==> config.mk <==
export PLATFORM = sky130hd
export DESIGN_NAME = sliding_pattern_sequencer_flat
export DESIGN_NICKNAME = d
export VERILOG_FILES = /design/src/rtl/sliding_pattern_sequencer_if.sv /design/src/rtl/sliding_pattern_sequencer.sv /design/src/flat_wrapper.sv
export SDC_FILE = /design/constraint.sdc
export NUM_CORES = 1
export LEC_CHECK = 0
export ABC_AREA = 1
export BUFFER_PORTS_ARGS = -buffer_cell sky130_fd_sc_hd__buf_2
export CAP_MARGIN = 10
export CORE_ASPECT_RATIO = 0.5
export CORE_MARGIN = 1.5
export CORE_UTILIZATION = 56
export CTS_BUF_LIST = sky130_fd_sc_hd__clkbuf_4
export DETAILED_ROUTE_END_ITERATION = 16
export PLACE_DENSITY = 0.93
export REMOVE_ABC_BUFFERS = 1
export SLEW_MARGIN = 40
export SYNTH_ARGS = -nofsm -noshare
export SYNTH_HDL_FRONTEND = slang
export SYNTH_SLANG_ARGS = --single-unit
export TNS_END_PERCENT = 50
==> constraint.sdc <==
create_clock -name clk -period 4.6 [get_ports clk]
set_input_delay 0.92 -clock clk [delete_from_list [all_inputs] [get_ports clk]]
set_output_delay 0.92 -clock clk [all_outputs]
set_load 0.02 [all_outputs]
==> src/rtl/sliding_pattern_sequencer_if.sv <==
// rtl/sliding_pattern_sequencer_if.sv - raster mask output stream between sequencer and consumer
interface sliding_pattern_sequencer_if;
  logic        out_mask_bit;
  logic        out_valid;
  logic        out_ready;
  logic [15:0] out_x;
  logic [15:0] out_y;
  logic        out_sof;
  logic        out_eol;
  logic        out_eof;

  // Sequencer side: produces the raster stream, observes backpressure
  modport master (
    output out_mask_bit,
    output out_valid,
    input  out_ready,
    output out_x,
    output out_y,
    output out_sof,
    output out_eol,
    output out_eof
  );

  // Consumer side: accepts mask bits, drives backpressure
  modport slave (
    input  out_mask_bit,
    input  out_valid,
    output out_ready,
    input  out_x,
    input  out_y,
    input  out_sof,
    input  out_eol,
    input  out_eof
  );
endinterface

==> src/rtl/sliding_pattern_sequencer.sv <==
// rtl/sliding_pattern_sequencer.sv - sequences a sliding_pattern ring into a framed raster mask stream
module sliding_pattern_sequencer #(
  parameter int IMG_W = 300,
  parameter int IMG_H = 300,
  parameter int FRM_W = 16
) (
  input  logic             clk,
  input  logic             rst,
  input  logic             clk_en,
  input  logic [31:0]      cfg_pattern,
  input  logic             cfg_right_sliding,
  input  logic [FRM_W-1:0] cfg_frames,
  input  logic             start,
  input  logic             abort,
  output logic             busy,
  output logic             done,
  output logic [31:0]      sp_pattern,
  output logic             sp_right_sliding,
  output logic             sp_load_pattern,
  output logic             sp_clk_en,
  input  logic             sp_mask_bit,
  sliding_pattern_sequencer_if.master ob
);

  typedef enum logic [1:0] {
    S_IDLE  = 2'd0,
    S_LOAD  = 2'd1,
    S_PRIME = 2'd2,
    S_RUN   = 2'd3
  } state_t;

  localparam logic [15:0] X_LAST = 16'(IMG_W - 1);
  localparam logic [15:0] Y_LAST = 16'(IMG_H - 1);

  state_t             state_q, state_d;
  logic [15:0]        x_q, x_d;
  logic [15:0]        y_q, y_d;
  logic [FRM_W-1:0]   frame_cnt_q, frame_cnt_d;
  logic [31:0]        pattern_q, pattern_d;
  logic               right_q, right_d;
  logic [FRM_W-1:0]   frames_q, frames_d;
  logic               busy_q, busy_d;
  logic               valid_q, valid_d;
  logic               load_q, load_d;

  logic               xfer;
  logic               at_eol;
  logic               at_eof;
  logic               last_frame;
  logic               run_end;

  // Handshake and raster position decode from the registered counters
  always_comb begin
    xfer       = valid_q & ob.out_ready;
    at_eol     = (x_q == X_LAST);
    at_eof     = at_eol & (y_q == Y_LAST);
    // A zero frame count means continuous mode, so it never matches here
    last_frame = (frames_q != '0) && (frame_cnt_q == (frames_q - FRM_W'(1)));
    run_end    = clk_en & ~abort & (state_q == S_RUN) & xfer & at_eof & last_frame;
  end

  // Next-state, counter and config-latch computation
  always_comb begin
    state_d     = state_q;
    x_d         = x_q;
    y_d         = y_q;
    frame_cnt_d = frame_cnt_q;
    pattern_d   = pattern_q;
    right_d     = right_q;
    frames_d    = frames_q;

    if (clk_en) begin
      if (abort) begin
        // Abort wins over start and xfer; counters are left where they were
        state_d = S_IDLE;
      end else begin
        case (state_q)
          S_IDLE: begin
            if (start) begin
              pattern_d   = cfg_pattern;
              right_d     = cfg_right_sliding;
              frames_d    = cfg_frames;
              x_d         = '0;
              y_d         = '0;
              frame_cnt_d = '0;
              state_d     = S_LOAD;
            end
          end
          S_LOAD:  state_d = S_PRIME;
          S_PRIME: state_d = S_RUN;
          S_RUN: begin
            if (xfer) begin
              if (at_eol) begin
                x_d = '0;
                if (at_eof) begin
                  // The ring is IMG_W wide, so it is back in phase at every row start
                  // and needs no reload between frames
                  y_d         = '0;
                  frame_cnt_d = frame_cnt_q + FRM_W'(1);
                  if (last_frame) begin
                    state_d = S_IDLE;
                  end
                end else begin
                  y_d = y_q + 16'd1;
                end
              end else begin
                x_d = x_q + 16'd1;
              end
            end
          end
          default: state_d = S_IDLE;
        endcase
      end
    end

    // Registered status outputs follow the next state, so they hold with clk_en low
    busy_d  = (state_d != S_IDLE);
    valid_d = (state_d == S_RUN);
    load_d  = (state_d == S_LOAD);
  end

  // Single state register for the FSM, counters and latched configuration
  always_ff @(posedge clk or posedge rst) begin
    if (rst) begin
      state_q     <= S_IDLE;
      x_q         <= '0;
      y_q         <= '0;
      frame_cnt_q <= '0;
      pattern_q   <= '0;
      right_q     <= 1'b0;
      frames_q    <= '0;
      busy_q      <= 1'b0;
      valid_q     <= 1'b0;
      load_q      <= 1'b0;
    end else begin
      state_q     <= state_d;
      x_q         <= x_d;
      y_q         <= y_d;
      frame_cnt_q <= frame_cnt_d;
      pattern_q   <= pattern_d;
      right_q     <= right_d;
      frames_q    <= frames_d;
      busy_q      <= busy_d;
      valid_q     <= valid_d;
      load_q      <= load_d;
    end
  end

  // Ring shift enable: free-running in LOAD/PRIME, tied to consumer acceptance in RUN
  always_comb begin
    case (state_q)
      S_LOAD, S_PRIME: sp_clk_en = clk_en;
      S_RUN:           sp_clk_en = clk_en & ob.out_ready;
      default:         sp_clk_en = 1'b0;
    endcase
  end

  // Output stream and sliding_pattern drive
  always_comb begin
    busy             = busy_q;
    done             = run_end;
    sp_pattern       = pattern_q;
    sp_right_sliding = right_q;
    sp_load_pattern  = load_q;
    ob.out_mask_bit  = sp_mask_bit;
    ob.out_valid     = valid_q;
    ob.out_x         = x_q;
    ob.out_y         = y_q;
    ob.out_sof       = valid_q & (x_q == 16'd0) & (y_q == 16'd0);
    ob.out_eol       = valid_q & at_eol;
    ob.out_eof       = valid_q & at_eof;
  end

endmodule

==> src/flat_wrapper.sv <==
// flat-port wrapper written by rule: the top's interface ports become plain ports
module sliding_pattern_sequencer_flat 
#(
  parameter int IMG_W = 300,
  parameter int IMG_H = 300,
  parameter int FRM_W = 16
)
  (clk, rst, clk_en, cfg_pattern, cfg_right_sliding, cfg_frames, start, abort, busy, done, sp_pattern, sp_right_sliding, sp_load_pattern, sp_clk_en, sp_mask_bit, ob_out_mask_bit, ob_out_valid, ob_out_ready, ob_out_x, ob_out_y, ob_out_sof, ob_out_eol, ob_out_eof);
  sliding_pattern_sequencer_if ob_i ();
  input  logic clk;
  input  logic rst;
  input  logic clk_en;
  input  logic [31:0] cfg_pattern;
  input  logic cfg_right_sliding;
  input  logic [FRM_W-1:0] cfg_frames;
  input  logic start;
  input  logic abort;
  output logic busy;
  output logic done;
  output logic [31:0] sp_pattern;
  output logic sp_right_sliding;
  output logic sp_load_pattern;
  output logic sp_clk_en;
  input  logic sp_mask_bit;
  output wire logic [$bits(ob_i.out_mask_bit)-1:0] ob_out_mask_bit;
  output wire logic [$bits(ob_i.out_valid)-1:0] ob_out_valid;
  input wire logic [$bits(ob_i.out_ready)-1:0] ob_out_ready;
  output wire logic [$bits(ob_i.out_x)-1:0] ob_out_x;
  output wire logic [$bits(ob_i.out_y)-1:0] ob_out_y;
  output wire logic [$bits(ob_i.out_sof)-1:0] ob_out_sof;
  output wire logic [$bits(ob_i.out_eol)-1:0] ob_out_eol;
  output wire logic [$bits(ob_i.out_eof)-1:0] ob_out_eof;
  assign ob_out_mask_bit = ob_i.out_mask_bit;
  assign ob_out_valid = ob_i.out_valid;
  assign ob_i.out_ready = ob_out_ready;
  assign ob_out_x = ob_i.out_x;
  assign ob_out_y = ob_i.out_y;
  assign ob_out_sof = ob_i.out_sof;
  assign ob_out_eol = ob_i.out_eol;
  assign ob_out_eof = ob_i.out_eof;
  sliding_pattern_sequencer #(.IMG_W(IMG_W), .IMG_H(IMG_H), .FRM_W(FRM_W)) u_core (.clk(clk), .rst(rst), .clk_en(clk_en), .cfg_pattern(cfg_pattern), .cfg_right_sliding(cfg_right_sliding), .cfg_frames(cfg_frames), .start(start), .abort(abort), .busy(busy), .done(done), .sp_pattern(sp_pattern), .sp_right_sliding(sp_right_sliding), .sp_load_pattern(sp_load_pattern), .sp_clk_en(sp_clk_en), .sp_mask_bit(sp_mask_bit), .ob(ob_i));
endmodule
==> results of run 1 <==
-- power breakdown --
part           internal (mW)  switching (mW)  leakage [nW]
logic                  0.375           0.612          1.86
clock network          0.175           0.325        0.0816
registers               1.11           0.165          1.30
-- logic make-up (layout without fill, tap and decap cells) --
family / after synthesis / after routing / share of synthesized area, %
buffers and inverters: 97 / 225 / 6.73
flip-flops: 102 / 102 / 44.8
AND/OR/NAND/NOR: 358 / 358 / 27.8
XOR/XNOR: 20 / 20 / 3.08
AO/OA/AOI/OAI: 77 / 77 / 7.80
multiplexers: 38 / 38 / 7.52
adder cells (fa/ha/maj): 10 / 10 / 2.20
-- worst register-to-register path: cells and delay by family, from the launching register on --
family / cells / cell delay [ps]
flops: 1 / 420
simple gates: 4 / 1280
buf+inv: 1 / 300
fa+ha+maj: 1 / 580
compound gates: 2 / 600
-- cell type report --
type / count / area, um2
Multi-Input combinational cell: 503 / 2760
Clock buffer: 9 / 67.6
Fill cell: 754 / 3080
Clock inverter: 7 / 82.6
Sequential cell: 102 / 2550
Tap cell: 135 / 169
Timing Repair Buffer: 129 / 651
Inverter: 80 / 305
-- metal layers --
layer / wire, um / vias to the layer above
li1: - / 2564
met1: 6010 / 2485
met2: 6460 / 228
met3: 1090 / 29
met4: 249 / 0
met5: 0 / -
-- cell usage in the layout (no fill, tap or decap), drive strengths merged --
cell type	synthesis	final
nand4	15	15
o21bai	2	2
nand2	147	147
buf	8	129
nand3b	2	2
nor4	9	9
or2	5	5
nor3	35	35
nand3	36	36
ha	10	10
clkinv	1	5
o221a	1	1
o31ai	8	8
xor2	16	16
a211oi	2	2
a22oi	1	1
clkbuf	9	9
dfrtp	102	102
and3	2	2
a31oi	3	3
inv	79	81
nor4b	1	1
xnor2	4	4
bufinv	0	1
o21ai	28	28
nor3b	6	6
mux2	38	38
a21oi	31	31
nor2	100	100
o21a	1	1
-- worst paths after layout --
check | start | slack [ps] | cells after the start | end
max in group asynchronous | rst | 3220 | 3 | u_core.frame_cnt_q[14]
worst max-delay path | u_core.ob.out_x[7] | 990 | 10 | done
worst min-delay path | rst | 520 | 2 | u_core.sp_pattern[10]
worst min register to register | u_core.sp_pattern[31] | 520 | 1 | u_core.sp_pattern[31]
min in group clk | u_core.sp_pattern[31] | 520 | 1 | u_core.sp_pattern[31]
worst max register to register | u_core.state_q[0] | 1330 | 8 | u_core.frame_cnt_q[13]
-- registers in the layout, indices dropped and copies added, names as in the netlist --
name and cells:
u_core.busy 1, u_core.frame_cnt_q 16, u_core.frames_q 16, u_core.ob.out_valid 1
u_core.ob.out_x 16, u_core.ob.out_y 16, u_core.sp_load_pattern 1, u_core.sp_pattern 32
u_core.sp_right_sliding 1, u_core.state_q 2
-- per-stage QoR --
stage / setup WS [ps] / cells / hold slack (ps)
after global placement: 1360 / 949 / 482
after global routing: 736 / 965 / 543
after CTS: 1010 / 965 / 526
after detailed placement: 1240 / 949 / 491
after floorplan: 303 / 685 / 510
final: 990 / 965 / 522
-- Yosys cell counts, drive strengths merged --
library cell,number
nand3b,2
nand3,36
inv,79
o21bai,2
xnor2,4
nor3b,6
o21ai,28
xor2,16
nor3,35
and3,2
nor4b,1
buf,8
a31oi,3
nor2,100
nor4,9
ha,10
clkbuf,9
or2,5
nand4,15
o221a,1
dfrtp,102
o21a,1
nand2,147
o31ai,8
mux2,38
a211oi,2
clkinv,1
a22oi,1
a21oi,31
==> key figures, run 1 <==
GRT
  – Met1 Usage GRT: 33.5%
  – Total gr overflow: 0
  – M3 GR Usage: 5.64%
  – Global route hottest layer: met2
  – GR Util met2: 46.6%
  – Gr usage total: 26.4%
  – Global-route wire length before repair: 22,700 um
  – Initial antenna violation count: 0
  – Number of global-route vias before repair: 4,952
  – Largest net degree at the start of global routing: 78

Timing
  – Fmax: 0.277 GHz
  – Hold Vio Cnt, Final: 0
  – Tcrit/Tclk final: 78.5%
  – Slew @ Worst Pin: 702 ps
  – Final Max Tran Viols: 0
  – Max-slew headroom at the worst pin: 53.2%
  – Final setup viols: 0
  – Tmin final: 3610 ps
  – Final setup TNS: 0 ps
  – Skew final: 9.57 ps
  – RSZ-0062 raised after global routing: false

Setup path
  – Cells along the critical path: nor2_1 > nand2_1 > nor4_1 > nand2_1 > nor2_1 > nand3_1 > nor3_1 > nand2_1 > nor3_1 > buf_2
  – Critical Path Sink Type: output pin
  – Req. time, crit path: 3680 ps
  – Worst-path fanout max: 5
  – Worst path max stage delay: 460 ps
  – Critical Path Start Type: flip-flop
  – Setup CP Type: flip-flop to output pin
  – Slowest CP cell: dfrtp_1
  – Cell mode on critical path: nand2_1
  – Worst path bufs/invs: 1
  – Critical path arrival: 2690 ps
  – Cell family with most CP delay: simple AND/OR/NAND/NOR gates

Power and ir drop
  – Overall power: 2.76 mW
  – LEAKAGE: 3.24 nW
  – Peak supply drop: 0.000262 V
  – P per Cell Area: 418 mW/mm2

Route
  – Via count: 5,306
  – WL/cell: 14.3 um
  – Post-route ant nets: 0
  – Avg Vias per Cell: 5.50
  – Final wirelength: 13,800 um
  – DRT Pass-1 Iters: 5
  – DR iter-0 viols: 453
  – DRC violations left: 0

Logic synthesis
  – Synthesized flop and latch total: 102
  – Distinct cells, synth: 39
  – Synthesized area: 0.00569 mm2
  – Sequential area share after synthesis: 44.8%
  – Mean area per synthesized cell: 8.11 um2
  – Synth Instances: 702
  – Area leader, netlist: dfrtp_1
  – Synth warn: 0
  – Top cells by area, synth: dfrtp_1 (45%), nand2_1 (9.6%), mux2_2 (7.5%)
  – Top-area cell type share of the netlist area: 44.8%

Clock tree
  – H-tree depth: 3
  – Cts hold-fix bufs: 0
  – Post-CTS Setup Bufs: 0
  – CTS buffer count: 9
  – Clk pin slew, worst setup/hold paths: 160 ps
  – # resized after CTS: 0
  – Root buffer cell: clkbuf_4
  – Skew-Pair Late Insertion Delay: 480 ps
  – Clock Path Buffers: 2
  – CTS tree: done
  – Total clock sinks: 102

Final layout
  – Final Core Density: 68.2%
  – Area grow syn2layout: 15.8%
  – Ant. Diodes: 0
  – Ratio of cells with drive above 1 in the final layout: 24.1%
  – Design area: 0.00659 mm2
  – Nets@finish: 891

Floorplanning
  – Die W: 146 um
  – Total die area: 0.0108 mm2
  – Die height: 74.3 um
  – Starting Density: 58.9%
  – Core area: 0.00967 mm2
  – Top-Level Pins: 130
  – # rows: 25

Placement
  – DP Area: 0.00644 mm2
  – I/O Buffers: 127
  – Detail Placement HPWL: 10,200 um
  – GPL Wtd Cong: 0.924

Run
  – Max Cap Viol: 0

Min path
  – HP Class: input port to async pin

Outcome
  – Outcome: finished clean
Note: power is estimated with default switching activity, not from simulation.
==> run 2, diff against run 1 <==
Settings changed: ABC_AREA 1 to 0, CORE_UTILIZATION 56 to 50, PLACE_DENSITY 0.93 to 0.9.
Clock period 4.6 ns to 3.2 ns, I/O delays scaled along.
==> run 2 against run 1 <==
Effect of this change:
- critical path depth decreased by 1
- the run now ends with negative setup slack left
- global-route usage shrank 3.8 points
- clock power grew 49%
- clock skew grew 6.3 ps
- die area up 3.5%
- setup slack got worse by 1100 ps
==> key figures, run 2 <==
Route
  – Post-route ant nets: 0 (unchanged)
  – DR iter-0 viols: 254 (-44%)
  – Via count: 4,467 (-16%)
  – Wire length on met2: 6100 um (-5.6%)
  – Avg Vias per Cell: 5.65 (+2.8%)
  – DR top layer: met4
  – Met1 wire length: 5130 um (-15%)
  – WL/cell: 15.5 um (+8.4%)
  – DRT Pass-1 Iters: 5 (unchanged)
  – DRC violations left: 0 (unchanged)
  – Met3 routed WL: 784 um (-28%)
  – Final wirelength: 12,200 um (-11%)

Power and ir drop
  – P per Cell Area: 700 mW/mm2 (+67%)
  – Switching pwr: 1.68 mW (+53%)
  – LEAKAGE: 2.99 nW (-7.8%)
  – Overall power: 4.43 mW (+61%)
  – Share of power burned in registers: 44.3% (-1.8 points)
  – Net Sw Frac: 38.0% (-1.9 points)
  – Clock power share: 16.8% (-1.3 points)
  – Peak supply drop: 0.000371 V (+41%)
  – Comb power frac: 38.9% (+3.1 points)
  – Pint: 2.74 mW (+66%)

Logic synthesis
  – Synth Instances: 509 (-27%)
  – Synthesized area: 0.00527 mm2 (-7.5%)
  – Mean area per synthesized cell: 10.3 um2 (+28%)
  – Top post-synthesis cells by count: dfrtp_1 (102), mux2_2 (50), nand2_1 (41), nor2_1 (39), o21ai_0 (34)
  – EDFF count, synth: 0 (unchanged)
  – Synth Flop Type: dfrtp_1
  – Most frequent cell after synthesis: dfrtp_1
  – Async SR Flop Fraction: 100% (unchanged)
  – Sequential area share after synthesis: 48.5% (+3.6 points)
  – Top cells by area, synth: dfrtp_1 (48%), mux2_2 (11%), xor2_1 (4.0%)
  – Synth warn: 0 (unchanged)
  – Area leader, netlist: dfrtp_1
  – Top-area cell type share of the netlist area: 48.5% (+3.6 points)
  – Synthesized flop and latch total: 102 (unchanged)
  – Distinct cells, synth: 56 (+44%)

Floorplanning
  – Die height: 75.6 um (+1.7%)
  – Starting Density: 51.5% (-7.3 points)
  – Top-Level Pins: 130 (unchanged)
  – Core area: 0.0102 mm2 (+5.7%)
  – Total die area: 0.0112 mm2 (+3.5%)
  – # rows: 26 (+4.0%)
  – Die W: 148 um (+1.7%)

Placement
  – GPL Wtd Cong: 0.865 (-6.4%)
  – Detail Placement HPWL: 8880 um (-13%)
  – I/O Buffers: 127 (unchanged)
  – Place WS: 217 ps (-1020 ps)
  – Cells after DPL: 768 (-19%)

Timing
  – Skew final: 15.9 ps (+6.33 ps)
  – Final setup TNS: -120 ps (-120 ps)
  – Final setup viols: 1 (+1)
  – RSZ-0062 raised after global routing: true
  – Final Max Tran Viols: 0 (unchanged)
  – Worst setup margin: -120 ps (-1110 ps)
  – Tmin final: 3320 ps
  – Tcrit/Tclk final: 104%
  – Slew @ Worst Pin: 712 ps (+10.4 ps)
  – Fmax: 0.301 GHz
  – Max-slew headroom at the worst pin: 52.5% (-0.69 points)
  – Hold Vio Cnt, Final: 0 (unchanged)

Clock tree
  – CTS buffer count: 9 (unchanged)
  – H-tree depth: 3 (unchanged)
  – Clock Path Buffers: 2 (unchanged)
  – Total clock sinks: 102 (unchanged)
  – Root buffer cell: clkbuf_4
  – Skew-Pair Late Insertion Delay: 460 ps (-20 ps)
  – CTS tree: done
  – Clk pin slew, worst setup/hold paths: 150 ps (about the same)

Final layout
  – Ratio of cells with drive above 1 in the final layout: 35.6% (+11 points)
  – Max FFs per register: 32 (unchanged)
  – Post-Layout Cell Count: 790 (-18%)
  – Most frequent cells in the layout: buf_2 (126), dfrtp_1 (99), mux2_2 (50)
  – Most common cell after layout, fill and taps aside: buf_2
  – Area grow syn2layout: 20.1%
  – Nets@finish: 711 (-20%)
  – Final Core Density: 61.9% (-6.3 points)
  – Fill cells: 816 (+8.2%)

Outcome
  – Violated checks: negative setup slack
  – Outcome: complete, but fails checks

Setup path
  – Critical Path Start Type: flip-flop
  – Setup slack, reg-to-reg: 350 ps (-980 ps)
  – Critical path arrival: 2680 ps (about the same)
  – Req. time, crit path: 2560 ps (-1120 ps)
  – Worst-path fanout max: 2 (-3)
  – Setup CP Type: flip-flop to output pin
  – Critical Path Sink Type: output pin

Min path
  – HP Class: input port to async pin

GRT
  – Global-route wire length before repair: 19,800 um (-13%)
  – Gr usage total: 22.6% (-3.8 points)
  – Total gr overflow: 0 (unchanged)
  – Number of global-route vias before repair: 4,158 (-16%)
  – Largest net degree at the start of global routing: 57 (-27%)
  – Initial antenna violation count: 0 (unchanged)

Run
  – Max Cap Viol: 0 (unchanged)
run 2: layer usage:
layer	GRT usage (%)	vias up
li1	-	2106
met1	28.0	2183
met2	38.7	152
met3	6.41	26
met4	8.58	0
met5	0	-
run 2: final cells by class:
class / instances / area (um2) / share of cell area [%]
Multi-Input combinational cell: 373 / 2610 / 41.3
Sequential cell: 102 / 2560 / 40.4
Timing Repair Buffer: 142 / 758 / 12.0
Tap cell: 140 / 175 / 2.77
Clock buffer: 11 / 82.6 / 1.31
Clock inverter: 4 / 72.6 / 1.15
Inverter: 17 / 66.3 / 1.05
Antenna cell: 1 / 2.50 / 0.0396
run 2: power by group through the flow:
stage	combinational (mW)	clock [mW]	sequential, mW
global placement	1.55	0	1.95
detailed placement	1.61	0	1.98
global route	1.87	0.819	2.02
finish	1.72	0.743	1.96
CTS	1.71	0.767	1.95
floorplan	0.840	0	2.22
run 2: logic make-up after synthesis:
logic type      share of synthesized area, %
buf+inv                                 2.69
mux                                     11.1
flops                                   48.5
fa+ha+maj                               2.38
xor+xnor                                5.82
compound gates                          9.13
simple gates                            20.4
run 2: worst max-delay path, cell delays in order, from the launching register on:
cell     delay [ps]
dfrtp_1         410
inv_2            50
ha_4            250
xor2_1          140
nand3_1         100
a211o_1         250
or4_1           410
nor4_1          280
and3_1          210
buf_6           120
run 2: path summary, 6_finish.rpt:
path                       depth (start not counted)                     to                  start
setup / recovery                                   9                   done     u_core.frames_q[0]
hold / removal                                     2   u_core.sp_pattern[8]                    rst
setup reg to reg                                   8    u_core.ob.out_valid     u_core.ob.out_x[6]
hold reg to reg                                    1  u_core.sp_pattern[31]  u_core.sp_pattern[31]
max in group asynchronous                          3  u_core.sp_pattern[24]                    rst
min in group clk                                   2     u_core.frames_q[8]          cfg_frames[8]
run 2: repair_timing:
action                                  in CTS  in global routing
endpoints found under the setup margin       1                  1
hold buffers                                 0                  0
buffers inserted                             6                  0
pin swaps                                    6                  1
resized for setup                           15                  1
run 2: metrics by stage:
| stage | hold WS, ps | area [um2] |
|---|---|---|
| after global placement | 482 | 6070 |
| after global routing | 281 | 6320 |
| after detailed placement | 489 | 6070 |
| after floorplan | 506 | 5190 |
| final | 267 | 6320 |
| after CTS | 264 | 6320 |
==> run 3, diff against run 2 <==
==> constraint.sdc (replaced) <==
create_clock -name clk -period 3.2 [get_ports clk]
set_input_delay 0.32 -clock clk [delete_from_list [all_inputs] [get_ports clk]]
set_output_delay 0.32 -clock clk [all_outputs]
set_load 0.02 [all_outputs]
==> run 3 against run 2 <==
Effect of this change:
- critical path type unchanged
- the flow now finishes without violations
- clock power down 13%
- non-clock buffer count down 4
- total power down 3.0%
- register-to-register slack better by 40 ps
- die area unchanged
==> key figures, run 3 (synthesis gave the netlist of run 2 again) <==
Outcome
  – Outcome: finished clean

Floorplanning
  – Core area: 0.0102 mm2 (unchanged)
  – # rows: 26 (unchanged)
  – Die W: 148 um (unchanged)
  – Top-Level Pins: 130 (unchanged)
  – Starting Density: 51.5% (unchanged)
  – Die height: 75.6 um (unchanged)
  – Total die area: 0.0112 mm2 (unchanged)

GRT
  – Total gr overflow: 0 (unchanged)
  – Largest net degree at the start of global routing: 71 (+25%)
  – Number of global-route vias before repair: 4,044 (-2.7%)
  – Global-route wire length before repair: 18,900 um (-4.5%)
  – Initial antenna violation count: 1 (+1)
  – Gr usage total: 21.6% (-1.0 points)

Power and ir drop
  – P per Cell Area: 686 mW/mm2 (-2.0%)
  – Peak supply drop: 0.000323 V (-13%)
  – LEAKAGE: 2.95 nW (-1.2%)
  – Overall power: 4.29 mW (-3.0%)

Route
  – WL/cell: 15.6 um (+0.55%)
  – DRT Pass-1 Iters: 5 (unchanged)
  – Post-route ant nets: 0 (unchanged)
  – Avg Vias per Cell: 5.65 (-0.12%)
  – DRC violations left: 0 (unchanged)
  – DR iter-0 viols: 216 (-15%)
  – Via count: 4,439 (-0.63%)
  – Final wirelength: 12,300 um (about the same)

Timing
  – Final Max Tran Viols: 0 (unchanged)
  – Final setup viols: 0 (-1)
  – Max-slew headroom at the worst pin: 57.7% (+5.2 points)
  – Final setup TNS: 0 ps (+120 ps)
  – Hold Vio Cnt, Final: 0 (unchanged)
  – Skew final: 13.5 ps (-2.44 ps)
  – Tcrit/Tclk final: 96.5% (-7.2 points)
  – Slew @ Worst Pin: 634 ps (-78.5 ps)
  – Fmax: 0.324 GHz (+7.5%)
  – Tmin final: 3090 ps (-232 ps)

Placement
  – GPL Wtd Cong: 0.880 (+1.7%)
  – I/O Buffers: 127 (unchanged)
  – Detail Placement HPWL: 8900 um (+0.21%)
  – DP Area: 0.00607 mm2 (-0.12%)

Min path
  – HP Class: input port to flip-flop

Final layout
  – Area grow syn2layout: 18.9%
  – Design area: 0.00626 mm2 (-1.0%)
  – Nets@finish: 707 (-0.56%)
  – Ratio of cells with drive above 1 in the final layout: 34.6% (-1.0 points)
  – Final Core Density: 61.3% (-0.64 points)
  – Most common cell after layout, fill and taps aside: buf_2
  – Max FFs per register: 32 (unchanged)
  – Most frequent cells in the layout: buf_2 (127), dfrtp_1 (101), mux2_2 (50)

Setup path
  – Setup CP Type: flip-flop to output pin
  – Setup slack, reg-to-reg: 390 ps (+40 ps)
  – Critical path arrival: 2770 ps (+90 ps)
  – Worst-path fanout max: 2 (unchanged)
  – Critical Path Start Type: flip-flop
  – Req. time, crit path: 2880 ps (+320 ps)
  – Critical Path Sink Type: output pin

Clock tree
  – H-tree depth: 3 (unchanged)
  – Skew-Pair Late Insertion Delay: 460 ps (about the same)
  – Root buffer cell: clkbuf_4
  – Clock Path Buffers: 2 (unchanged)
  – Clk pin slew, worst setup/hold paths: 150 ps (about the same)
  – CTS tree: done
  – CTS buffer count: 9 (unchanged)
  – Total clock sinks: 102 (unchanged)

Run
  – Max Cap Viol: 0 (unchanged)
run 3: changes by cell type in the layout (fill, tap and decap cells not counted), sizes merged:
cell,previous run,this run
clkinv,1,4
buf,142,137
clkbuf,11,10
clkinvlp,1,0
bufinv,2,1
dlygate4sd3,0,1
run 3: repair_timing:
| action | in CTS | in global routing |
|---|---|---|
| resized for setup | 2 | 6 |
| endpoints found under the setup margin | 1 | 1 |
| pin swaps | 0 | 2 |
| hold endpoints to repair | 68 | 0 |
| hold buffers | 1 | 0 |
| buffers inserted | 1 | 3 |
run 3: per-stage QoR:
step | std cells | hold slack [ps] | setup WS [ps]
after floorplan | 492 | 471 | 205
after global placement | 765 | 482 | 540
after detailed placement | 765 | 468 | 447
after CTS | 782 | 52.7 | 18.1
after global routing | 786 | 45.5 | -33.7
final | 786 | 79.0 | 112
run 3: worst max-delay path: stages, from the launching register on:
cell	delay, ps
dfrtp_1	420
inv_1	80
ha_2	270
xor2_1	150
nand3_1	90
a211o_1	280
or4_1	400
nor4_1	260
and3_1	200
buf_2	170
run 3: worst paths after layout:
path | start | endpoint | depth (start not counted)
min reg2reg | u_core.sp_pattern[11] | u_core.sp_pattern[11] | 1
max | u_core.frames_q[0] | done | 9
min in group asynchronous | rst | u_core.frame_cnt_q[10] | 3
min | cfg_frames[6] | u_core.frames_q[6] | 2
max in group asynchronous | rst | u_core.ob.out_y[12] | 4
max reg2reg | u_core.ob.out_y[2] | u_core.ob.out_valid | 7
run 3: area by class of cell:
cell class,count,area (um2)
flip-flops and latches,102,2550
multi-input cells,373,2600
fillers,840,3960
repair buffers,138,733
clock inverters,5,51.3
well taps,140,175
clock buffers,10,75.1
diodes,1,2.50
inverters,17,68.8
run 3: per-layer routing:
metal	share of wire (%)	global-route usage, %	vias to the layer above
li1	-	-	2095
met2	49	38.2	147
met1	43	27.0	2174
met3	5.5	5.33	23
met4	1.9	6.49	0
met5	0	0	-
run 3: report_power, final:
group          internal (mW)  switching, mW  leakage, nW
Sequential              1.63          0.336         1.32
Combinational          0.748          0.926         1.56
Clock                  0.239          0.408       0.0713
